--- config.mk ---
export PLATFORM = sky130hd
export DESIGN_NAME = frontend_test_sequencer
export DESIGN_NICKNAME = d
export VERILOG_FILES = /design/src/rtl/frontend_test_sequencer_pkg.sv /design/src/rtl/frontend_test_sequencer_watchdog.sv /design/src/rtl/frontend_test_sequencer.sv
export SDC_FILE = /design/constraint.sdc
export NUM_CORES = 1
export LEC_CHECK = 0
export ABC_AREA = 1
export ABC_CLOCK_PERIOD_IN_PS = 2400
export BUFFER_PORTS_ARGS = -buffer_cell sky130_fd_sc_hd__buf_2
export CORE_UTILIZATION = 50
export CTS_CLUSTER_DIAMETER = 30
export CTS_CLUSTER_SIZE = 30
export DETAILED_ROUTE_END_ITERATION = 8
export HOLD_SLACK_MARGIN = 0.1
export PLACE_DENSITY = 0.77
export SLEW_MARGIN = 20
export SYNTH_ARGS = -nofsm -noshare
export SYNTH_HDL_FRONTEND = slang
export SYNTH_SLANG_ARGS = --single-unit
--- constraint.sdc ---
create_clock -name clk -period 2.4 [get_ports clk]
set_input_delay 0.12 -clock clk [delete_from_list [all_inputs] [get_ports clk]]
set_output_delay 0.12 -clock clk [all_outputs]
set_load 0.1 [all_outputs]
--- src/rtl/frontend_test_sequencer_pkg.sv ---
`default_nettype none
// ============================================================================
// Module      : frontend_pkg
// Description : Shared definitions for the front-end test sequencer: source
//               mode encodings, DC reference levels, sequencer state encoding
//               and the enabled-mode search helper.
// Revision    : 1.0 - initial release
// ============================================================================
package frontend_pkg;

    // Front-end source mux mode encodings
    localparam logic [1:0] MODE_PCM    = 2'd0;
    localparam logic [1:0] MODE_POS_DC = 2'd1;
    localparam logic [1:0] MODE_NEG_DC = 2'd2;
    localparam logic [1:0] MODE_TRI    = 2'd3;

    // Levels the front end emits in the DC modes, used by checkers
    localparam logic [23:0] DC_POS_VALUE = 24'h7fff00;
    localparam logic [23:0] DC_NEG_VALUE = 24'h8000ff;

    // Most negative 24-bit value: start point of the peak search
    localparam logic [23:0] PEAK_INIT    = 24'h800000;

    typedef enum logic [2:0] {
        ST_IDLE   = 3'd0,
        ST_ARM    = 3'd1,
        ST_SETTLE = 3'd2,
        ST_DWELL  = 3'd3,
        ST_NEXT   = 3'd4,
        ST_DONE   = 3'd5,
        ST_ERROR  = 3'd6
    } seq_state_e;

    typedef struct packed {
        logic       found;
        logic [1:0] mode;
    } mode_pick_t;

    // Lowest enabled mode whose index is >= from. A from value of 4 finds
    // nothing, which is how "no higher mode left" is expressed.
    function automatic mode_pick_t pick_mode(input logic [3:0] mask,
                                             input logic [2:0] from);
        mode_pick_t r;
        r.found = 1'b0;
        r.mode  = 2'd0;
        for (int i = 3; i >= 0; i--) begin
            if ((3'(i) >= from) && mask[i]) begin
                r.found = 1'b1;
                r.mode  = 2'(i);
            end
        end
        return r;
    endfunction

endpackage
`default_nettype wire

--- src/rtl/frontend_test_sequencer_watchdog.sv ---
`default_nettype none
// ============================================================================
// Module      : fe_strobe_watchdog
// Description : Counts clocks between front-end valid strobes and flags when
//               the gap reaches TIMEOUT_CLKS.
// Ports       : clk, reset_n (async active-low)
//               enable  - count only while the front end should be running
//               clear   - restart the count (entry into the settle phase)
//               strobe  - front-end valid strobe, restarts the count
//               expired - combinational, high on the clock that completes
//                         TIMEOUT_CLKS strobe-free clocks
// Revision    : 1.0 - initial release
// ============================================================================
module fe_strobe_watchdog #(
    parameter int TIMEOUT_CLKS = 4096
) (
    input  logic clk,
    input  logic reset_n,
    input  logic enable,
    input  logic clear,
    input  logic strobe,
    output logic expired
);

    localparam int                 c_cnt_w = $clog2(TIMEOUT_CLKS + 1);
    localparam logic [c_cnt_w-1:0] c_limit = c_cnt_w'(TIMEOUT_CLKS - 1);

    logic [c_cnt_w-1:0] r_count;

    always_ff @(posedge clk or negedge reset_n) begin
        if (!reset_n) begin
            r_count <= '0;
        end else if (!enable || clear || strobe) begin
            r_count <= '0;
        end else begin
            r_count <= r_count + c_cnt_w'(1);
        end
    end

    // A strobe on the expiry clock wins: it restarts the count instead.
    assign expired = enable && !clear && !strobe && (r_count == c_limit);

endmodule
`default_nettype wire

--- src/rtl/frontend_test_sequencer.sv ---
`default_nettype none
// ============================================================================
// Module      : frontend_test_sequencer
// Description : Steps the front-end test source mux through the enabled
//               modes, giving each a settle and a dwell period counted in
//               left-valid strobes, captures the signed left-channel peak of
//               every dwell and flags a stalled front end.
// Ports       : clk, reset_n (async active-low)
//               start/abort, mode_mask, dwell_samples, tri_incrmnt_cfg - control
//               fe_l_valid/fe_l_data      - front-end left channel
//               run/data_out_select/triangle_incrmnt - front-end controls
//               busy/done/error           - sequence status
//               peak_l/peak_mode/peak_valid - per-mode peak result
// Revision    : 1.0 - initial release
// ============================================================================
module frontend_test_sequencer
    import frontend_pkg::*;
#(
    parameter int DWELL_W        = 16,
    parameter int SETTLE_SAMPLES = 8,
    parameter int TIMEOUT_CLKS   = 4096
) (
    input  logic               clk,
    input  logic               reset_n,
    input  logic               start,
    input  logic               abort,
    input  logic [3:0]         mode_mask,
    input  logic [DWELL_W-1:0] dwell_samples,
    input  logic [7:0]         tri_incrmnt_cfg,
    input  logic               fe_l_valid,
    input  logic [23:0]        fe_l_data,
    output logic               run,
    output logic [1:0]         data_out_select,
    output logic [7:0]         triangle_incrmnt,
    output logic               busy,
    output logic               done,
    output logic               error,
    output logic [23:0]        peak_l,
    output logic [1:0]         peak_mode,
    output logic               peak_valid
);

    localparam logic [7:0] c_settle_last = 8'(SETTLE_SAMPLES - 1);

    seq_state_e          r_state;
    seq_state_e          w_next_state;

    logic [3:0]          r_mask;
    logic [DWELL_W-1:0]  r_dwell_last;     // index of the final dwell strobe
    logic [7:0]          r_tri_cfg;
    logic [7:0]          r_settle_cnt;
    logic [DWELL_W-1:0]  r_dwell_cnt;
    logic [1:0]          r_mode;
    logic [1:0]          r_select;
    logic [7:0]          r_tri_out;
    logic                r_done;
    logic                r_error;
    logic                r_peak_valid;
    logic signed [23:0]  r_peak_acc;
    logic [23:0]         r_peak_l;
    logic [1:0]          r_peak_mode;

    logic                w_idle_like;
    logic                w_start_acc;
    mode_pick_t          w_first;
    mode_pick_t          w_next;
    logic                w_settle_last;
    logic                w_dwell_last;
    logic signed [23:0]  w_data_s;
    logic signed [23:0]  w_new_peak;
    logic                w_wd_expired;

    assign w_idle_like   = (r_state == ST_IDLE) || (r_state == ST_DONE) ||
                           (r_state == ST_ERROR);
    assign w_start_acc   = w_idle_like && start && !abort;
    assign w_first       = pick_mode(mode_mask, 3'd0);
    assign w_next        = pick_mode(r_mask, {1'b0, r_mode} + 3'd1);
    assign w_settle_last = fe_l_valid && (r_settle_cnt == c_settle_last);
    assign w_dwell_last  = fe_l_valid && (r_dwell_cnt == r_dwell_last);
    assign w_data_s      = signed'(fe_l_data);
    assign w_new_peak    = (w_data_s > r_peak_acc) ? w_data_s : r_peak_acc;

    fe_strobe_watchdog #(
        .TIMEOUT_CLKS (TIMEOUT_CLKS)
    ) u_watchdog (
        .clk     (clk),
        .reset_n (reset_n),
        .enable  (run),
        .clear   (r_state == ST_ARM),
        .strobe  (fe_l_valid),
        .expired (w_wd_expired)
    );

    // ------------------------------------------------------------------
    // State register
    // ------------------------------------------------------------------
    always_ff @(posedge clk or negedge reset_n) begin
        if (!reset_n) begin
            r_state <= ST_IDLE;
        end else begin
            r_state <= w_next_state;
        end
    end

    // ------------------------------------------------------------------
    // Next-state logic; abort outranks everything
    // ------------------------------------------------------------------
    always_comb begin
        w_next_state = r_state;
        if (abort) begin
            w_next_state = ST_IDLE;
        end else begin
            case (r_state)
                ST_IDLE, ST_DONE, ST_ERROR: begin
                    if (start) begin
                        w_next_state = w_first.found ? ST_ARM : ST_DONE;
                    end
                end
                ST_ARM:    w_next_state = ST_SETTLE;
                ST_SETTLE: begin
                    if (w_settle_last) begin
                        w_next_state = ST_DWELL;
                    end else if (w_wd_expired) begin
                        w_next_state = ST_ERROR;
                    end
                end
                ST_DWELL: begin
                    if (w_dwell_last) begin
                        w_next_state = ST_NEXT;
                    end else if (w_wd_expired) begin
                        w_next_state = ST_ERROR;
                    end
                end
                ST_NEXT:   w_next_state = w_next.found ? ST_ARM : ST_DONE;
                default:   w_next_state = ST_IDLE;
            endcase
        end
    end

    // ------------------------------------------------------------------
    // Datapath: configuration latch, counters, peak capture, pulses
    // ------------------------------------------------------------------
    always_ff @(posedge clk or negedge reset_n) begin
        if (!reset_n) begin
            r_mask       <= '0;
            r_dwell_last <= '0;
            r_tri_cfg    <= '0;
            r_settle_cnt <= '0;
            r_dwell_cnt  <= '0;
            r_mode       <= '0;
            r_select     <= '0;
            r_tri_out    <= '0;
            r_done       <= 1'b0;
            r_error      <= 1'b0;
            r_peak_valid <= 1'b0;
            r_peak_acc   <= '0;
            r_peak_l     <= '0;
            r_peak_mode  <= '0;
        end else begin
            r_done       <= 1'b0;
            r_peak_valid <= 1'b0;
            if (!abort) begin
                case (r_state)
                    ST_IDLE, ST_DONE, ST_ERROR: begin
                        if (w_start_acc) begin
                            r_mask       <= mode_mask;
                            // A dwell of 0 behaves as a dwell of 1
                            r_dwell_last <= (dwell_samples == '0) ? '0
                                          : dwell_samples - DWELL_W'(1);
                            r_tri_cfg    <= tri_incrmnt_cfg;
                            r_error      <= 1'b0;
                            r_mode       <= w_first.mode;
                            if (w_first.found) begin
                                r_select  <= w_first.mode;
                                r_tri_out <= tri_incrmnt_cfg;
                            end else begin
                                r_done    <= 1'b1;
                            end
                        end
                    end
                    ST_ARM: begin
                        r_settle_cnt <= '0;
                        r_dwell_cnt  <= '0;
                    end
                    ST_SETTLE: begin
                        if (w_settle_last) begin
                            r_peak_acc  <= signed'(PEAK_INIT);
                            r_dwell_cnt <= '0;
                        end else if (fe_l_valid) begin
                            r_settle_cnt <= r_settle_cnt + 8'd1;
                        end else if (w_wd_expired) begin
                            r_error <= 1'b1;
                        end
                    end
                    ST_DWELL: begin
                        if (w_dwell_last) begin
                            r_peak_l     <= w_new_peak;
                            r_peak_mode  <= r_mode;
                            r_peak_valid <= 1'b1;
                        end else if (fe_l_valid) begin
                            r_peak_acc  <= w_new_peak;
                            r_dwell_cnt <= r_dwell_cnt + DWELL_W'(1);
                        end else if (w_wd_expired) begin
                            r_error <= 1'b1;
                        end
                    end
                    ST_NEXT: begin
                        if (w_next.found) begin
                            r_mode    <= w_next.mode;
                            r_select  <= w_next.mode;
                            r_tri_out <= r_tri_cfg;
                        end else begin
                            r_done    <= 1'b1;
                        end
                    end
                    default: ;
                endcase
            end
        end
    end

    assign run              = (r_state == ST_SETTLE) || (r_state == ST_DWELL);
    assign busy             = (r_state == ST_ARM) || (r_state == ST_SETTLE) ||
                              (r_state == ST_DWELL) || (r_state == ST_NEXT);
    assign data_out_select  = r_select;
    assign triangle_incrmnt = r_tri_out;
    assign done             = r_done;
    assign error            = r_error;
    assign peak_l           = r_peak_l;
    assign peak_mode        = r_peak_mode;
    assign peak_valid       = r_peak_valid;

endmodule
`default_nettype wire

# [Word level (Yosys, flattened, before mapping)]
# Cells that the tools add are included.
# Widths: inputs -> output; s select.
[word_totals] output_inout_bits=41 in_bits=57 reg_bits=133
[classes] order_cmp=5 n_reduce_logical=39 n_bitwise=1 eq_ne=18 add_sub_neg=5 n_mux=54
[op_table] operator="$mux 24" n=4
[op_table] operator="$mux 16" n=4
[op_table] operator="$pmux 16 s3" n=1
[op_table] operator="$pmux 24 s2" n=1
[op_table] operator="$mux 3" n=15
[op_table] operator="$mux 8" n=5
[op_table] operator="$pmux 8 s2" n=2
[op_table] operator="$gt 24x24->1" n=1
[op_table] operator="$reduce_and 5->1" n=4
[op_table] operator="$add 16x1->16 const B" n=1
[op_table] operator="$eq 16x16->1" n=1
[op_table] operator="$logic_not 16->1" n=1
[op_table] operator="$ne 2x2->1 const B" n=8
[op_table] operator="$sub 16x1->16 const B" n=1
[op_table] operator="$pmux 3 s5" n=1
[op_table] operator="$add 13x1->13 const B" n=1
[op_table] operator="$eq 13x12->1 const B" n=1
[op_table] operator="$mux 13" n=1
[op_table] operator="$mux 1" n=12
[op_table] operator="$logic_and 1x1->1" n=11
[op_table] operator="$eq 3x3->1 const B" n=3
[op_table] operator="$add 8x1->8 const B" n=1
[op_table] operator="$eq 8x3->1 const B" n=1
[op_table] operator="$logic_or 1x1->1" n=8
[op_table] operator="other kinds (18)" n=33

# [Longest topological paths before layout]
[logic_depth] ltp_word=10 depth_mapped=17 mapped_depth_nobuf=17

# [Cells and area by module]
# Synthesis repeated with hierarchy kept, for this count alone.
[hier_totals] cells_unflattened=1044 hier_area_um2=7776.2
[by_module_without_submodules] mod="frontend_test_sequencer" cells_per_inst=951 area_per_inst_um2=7105.6 instances=1
[by_module_without_submodules] mod="fe_strobe_watchdog" cells_per_inst=93 area_per_inst_um2=670.6 instances=1

# [Worst setup path after synthesis]
# No wires, ideal clock.
[synth_timing] path_type="register to register" start="register r_state[1]" end="register r_state[0]" setup_ns=0.117 slack_ns=0.015 arrival_time_ns=2.268 required_ns=2.283 path_stages_with_launch=10 cell_sequence="dfrtp_1 > nand3_4 > nand2_1 > nand2_1 > nor2_1 > nand3_1 > nand3_1 > nand3_1 > nand3_1 > nand2_1"
[synth_between] elab_chain_cells=9
[synth_rtl] element="start: declaration" line="frontend_test_sequencer.sv:45" source="seq_state_e r_state;"
[synth_rtl] element="start signal: assignment" line="frontend_test_sequencer.sv:101" source="r_state <= w_next_state;"
[synth_rtl] element="$eq 3x2->1" line="frontend_test_sequencer.sv:222" source="assign run = (r_state == ST_SETTLE) || (r_state == ST_DWELL);"
[synth_rtl] element="$logic_or 1x1->1 *" line="frontend_test_sequencer.sv:222"
[synth_rtl] element="net run" line="frontend_test_sequencer.sv:32" source="output logic run,"
[synth_rtl] element="$logic_and 1x1->1 * (3 in a row)" line="frontend_test_sequencer_watchdog.sv:41" source="assign expired = enable && !clear && !strobe && (r_count == c_limit);"
[synth_rtl] element="$mux 3 *"
[synth_rtl] element="$mux 3, on equally long branches"
[synth_rtl] element="$pmux 3 s5 *" line="frontend_test_sequencer.sv:113" source="case (r_state)"
[synth_rtl] element="$mux 3 *" line="frontend_test_sequencer.sv:110" source="if (abort) begin"
# The timed path passes the listed nets; every way through them passes the cells marked *.
# A chain may end at the register's enable or synchronous reset.

# [Final worst setup path]
[layout_timing] start="register r_peak_acc[15]" end="register r_peak_acc[5]"
[layout_between] elab_chain_cells=5
[layout_rtl] element="start: declaration" line="frontend_test_sequencer.sv:59" source="logic signed [23:0] r_peak_acc;"
[layout_rtl] element="start signal: assignment" line="frontend_test_sequencer.sv:187" source="r_peak_acc <= signed'(PEAK_INIT);"
[layout_rtl] element="start signal: assignment" line="frontend_test_sequencer.sv:201" source="r_peak_acc <= w_new_peak;"
[layout_rtl] element="$gt 24x24->1" line="frontend_test_sequencer.sv:81" source="assign w_new_peak = (w_data_s > r_peak_acc) ? w_data_s : r_peak_acc;"
[layout_rtl] element="$mux 24" line="frontend_test_sequencer.sv:81"
[layout_rtl] element="$mux 24" line="frontend_test_sequencer.sv:200" source="end else if (fe_l_valid) begin"
[layout_rtl] element="$mux 24" line="frontend_test_sequencer.sv:196" source="if (w_dwell_last) begin"
[layout_rtl] element="$pmux 24 s2" line="frontend_test_sequencer.sv:163" source="case (r_state)"
# No other way between the ends. The select of a mux whose other input is x is not followed.

==> run_results.csv <==
group,metric,value,unit
outcome,outcome,"finished clean",
worst_setup_path,cp_max_fo,14,
logic_synthesis,synthArstFlopShare,100,%
place,place.gp.congestion,0.931,
worst_setup_path,rrSetupSlack,290,ps
sta,finalSetupTns,0,ps
detailed_routing,viasPerCell,5.26,
sta,min_period,2110,ps
pwr,p_clk_share,26.6,%
floorplanning,io_pins,98,
global_route,grt_max_degree,63,
pwr,pwr-share-seq,32.0,%
worst_setup_path,r2r-end,"r_peak_acc[5]",
sta,drv_slew,0,
pwr,power_density,1010,nW/um^2
detailed_routing,ant_nets,0,
cts,post_cts_buffers,0,
global_route,antenna_found_initial,0,
floorplanning,fp.dieH,126,um
cells_and_area,layout_common_cells,"233 x nand2_1, 142 x inv_1, 132 x dfrtp_1, 106 x nand3_1, 96 x buf_2",
worst_setup_path,criticalPathCategory,"reg -> reg",
logic_synthesis,yosys.area.top_type,"dfrtp_1",
logic_synthesis,synth_area_leaders,"dfrtp_1 43%, nand2_1 11%, inv_1 7.0%",
sta,clock-skew-final,12.2,ps
logic_synthesis,yosysUniqueCellTypes,50,
sta,finalSetupViolCount,0,
logic_synthesis,yosysWarnings,0,
sta,slew_headroom,58.4,%
floorplanning,row_count,44,
worst_setup_path,critical_path_cell_count,14,
worst_setup_path,cpMostUsedCell,"nand2_1",
pwr,p_sw,0.00407,W
logic_synthesis,synth-edff-count,0,
logic_synthesis,synthCells,986,
worst_setup_path,cpPeakStageDelay,330,ps
run,drv_cap,0,
worst_setup_path,crit_path_end_kind,"register",
detailed_routing,dr.first_iter.drc_count,432,
worst_setup_path,critical-path-top-delay-family,"simple AND/OR/NAND/NOR gates",
worst_setup_path,cp_data_required_time,2700,ps
place,portBuffers,97,
logic_synthesis,syn_nets,1071,
cells_and_area,drive_gt1_share,16.5,%
cells_and_area,seqCellArea,3300,um^2
detailed_routing,first_pass_iters,6,
sta,fmax,0.475,GHz
min_path,hold_start,"fe_l_data[13]",
place,dpl.cell_count,1256,
cts,clk_pin_slew,60,ps
cells_and_area,layout_commonest_cell,"nand2_1",
cells_and_area,area_growth,22.9,%
pwr,netSwitchingFraction,42.6,%
logic_synthesis,synth_top_area_share,43.1,%
cts,clkSinkCount,132,
pwr,combPwrFrac,41.4,%
cts,cts_tree,"built",
global_route,track_usage,24.6,%
min_path,hold_end,"peak_l[13]",
min_path,hp-class,"in -> reg",
floorplanning,start_util,51.9,%
cts,cts_resized,0,
detailed_routing,drc,0,
cells_and_area,diodes,0,
floorplanning,die-area,15800,um^2
cells_and_area,nFillCells,1253,
detailed_routing,routedWlPerCell,13.9,um
logic_synthesis,yosys_most_used_dff,"dfrtp_1",
global_route,grt_pass1_vias,6805,
worst_setup_path,start_kind,"register",
cts,postCtsHoldBufs,45,
cts,cts_made_buffers,17,
sta,rsz0062_at_grt,"no",
worst_setup_path,timing.rr.start,"r_peak_acc[15]",
worst_setup_path,rr_worst_depth,14,
cells_and_area,nNetsFinal,1221,
pwr,ir_worst_vdd,0.769,mV
cts,h-tree-depth,4,
cts,clockBufferDepth,2,
worst_setup_path,path_buf_inv,2,
logic_synthesis,synth-seq-area-share,43.1,%
global_route,overflow,0,
detailed_routing,dr_total_vias,7016,
sta,tightest_slew,620,ps
worst_setup_path,worstPathArrival,2410,ps
sta,period_share,87.7,%
pwr,leakagePower,4.76,nW
logic_synthesis,syn_area,7660,um^2
cells_and_area,fin_cells,1333,
logic_synthesis,yosys_register_bits,132,
min_path,hold_path_depth,5,
logic_synthesis,syn_avg_cell_area,7.77,um^2
floorplanning,die_w,126,um
worst_setup_path,crit_path_top_delay_cell,"dfrtp_1",
cts,root_buffer,"clkbuf_16",
cells_and_area,multiInputGateArea,3580,um^2
floorplanning,core-area,14800,um^2
place,dp_hpwl,12.8,mm
detailed_routing,routed_wirelength,18.5,mm
pwr,p_int,0.00548,W
cts,worstSkewPairLatency,430,ps
sta,hold_viol,0,
worst_setup_path,worstPathCellList,"inv_1 -> ha_1 -> nand2_1 -> nor2_1 -> nand4_1 -> nor2_1 -> nand2_1 -> nand3_1 -> nand2_1 -> nand2_1 -> buf_4 -> nand3_1 -> nand3_1 -> o21ai_0",
global_route,grt_pass1_wl,31.2,mm
==> cell usage after synthesis, types with 2 or more instances <==
cell type and number:
a211oi_1 2, a21oi_1 27, a21oi_2 9, buf_2 14, buf_6 5, clkbuf_1 7, clkbuf_2 2, dfrtp_1 132
ha_1 28, inv_1 142, inv_2 7, nand2_1 233, nand2_2 3, nand3_1 106, nand3_2 3, nand3b_1 4
nand4_1 16, nor2_1 71, nor2_2 2, nor2_4 4, nor3_1 15, nor3_4 2, nor3b_1 2, nor4_1 3
o21a_1 2, o21ai_0 65, o21ai_1 4, o21ai_2 3, o22ai_1 12, o31ai_1 12, xnor2_1 7, xor2_1 24
==> stage by stage <==
step / util, % / total power, W / cell area (um^2) / hold WS [ps] / worst slack, ps
3_3_place_gp: 56.8 / 0.00683 / 8380 / 134 / 413
5_1_grt: 63.8 / 0.0102 / 9410 / 132 / 58.1
3_5_place_dp: 56.8 / 0.00693 / 8380 / 139 / 326
4_1_cts: 63.8 / 0.00959 / 9410 / 103 / 293
6_report: 63.8 / 0.00955 / 9410 / 112 / 295
2_1_floorplan: - / 0.00602 / 7660 / -176 / 14.6
==> how the worst max path moves through the flow <==
| stage | startpoint | end | slack (ps) |
|---|---|---|---|
| detailed placement | r_peak_acc[23] | r_peak_acc[21] | 330 |
| floorplan | r_state[1] | r_state[0] | 10 |
| CTS | r_peak_acc[15] | r_peak_acc[5] | 290 |
| finish | r_peak_acc[15] | r_peak_acc[5] | 290 |
| global route | r_peak_acc[23] | r_peak_acc[1] | 60 |
| global placement | r_peak_acc[23] | r_peak_acc[1] | 410 |
==> routing by layer <==
metal	global-route usage, %	wire length [um]
met1	29.9	8110
met4	9.78	454
met2	42.8	9040
met3	5.14	882
met5	0	0
==> flip-flops by register name, summed over array words and instances, names as in the netlist <==
signal and flops:
triangle_incrmnt 8, r_settle_cnt 8, r_dwell_cnt 16, peak_valid 1, r_mask 3, error 1, r_peak_acc 24, data_out_select 2
r_tri_cfg 8, u_watchdog.r_count 13, r_dwell_last 16, peak_l 24, r_mode 2, done 1, peak_mode 2, r_state 3
==> area by class of cell <==
| class | instances | share of cell area, % |
|---|---|---|
| flip-flops and latches | 132 | 35.1 |
| clock buffers | 17 | 4.52 |
| clock inverters | 15 | 1.68 |
| repair buffers | 162 | 12.1 |
| inverters | 151 | 6.10 |
| well taps | 184 | 2.45 |
| multi-input cells | 672 | 38.0 |
==> worst reg2reg max path, delay by kind of cell (launching register included) <==
family	cells	cell delay (ps)
AO/OA/AOI/OAI	1	80
buffers and inverters	2	260
flip-flops	1	330
AND/OR/NAND/NOR	10	1030
adder cells (fa/ha/maj)	1	290
==> power groups by stage <==
stage / sequential [W] / clock (W) / combinational, W
finish: 0.00305 / 0.00254 / 0.00395
global route: 0.00311 / 0.00268 / 0.00442
CTS: 0.00305 / 0.00259 / 0.00395
detailed placement: 0.00308 / 0 / 0.00385
global placement: 0.00306 / 0 / 0.00377
floorplan: 0.00359 / 0 / 0.00244
==> cells by family after synthesis <==
logic type | count (synthesis) | share of synthesized area [%]
AOI/OAI and AO/OA | 143 | 11.0
DFF | 132 | 43.1
buffers and inverters | 182 | 10.2
xor gates and xnor gates | 31 | 3.55
adders and majority gates | 28 | 4.57
and+or+nand+nor | 470 | 27.5
Power figures use the tool's default switching activity.
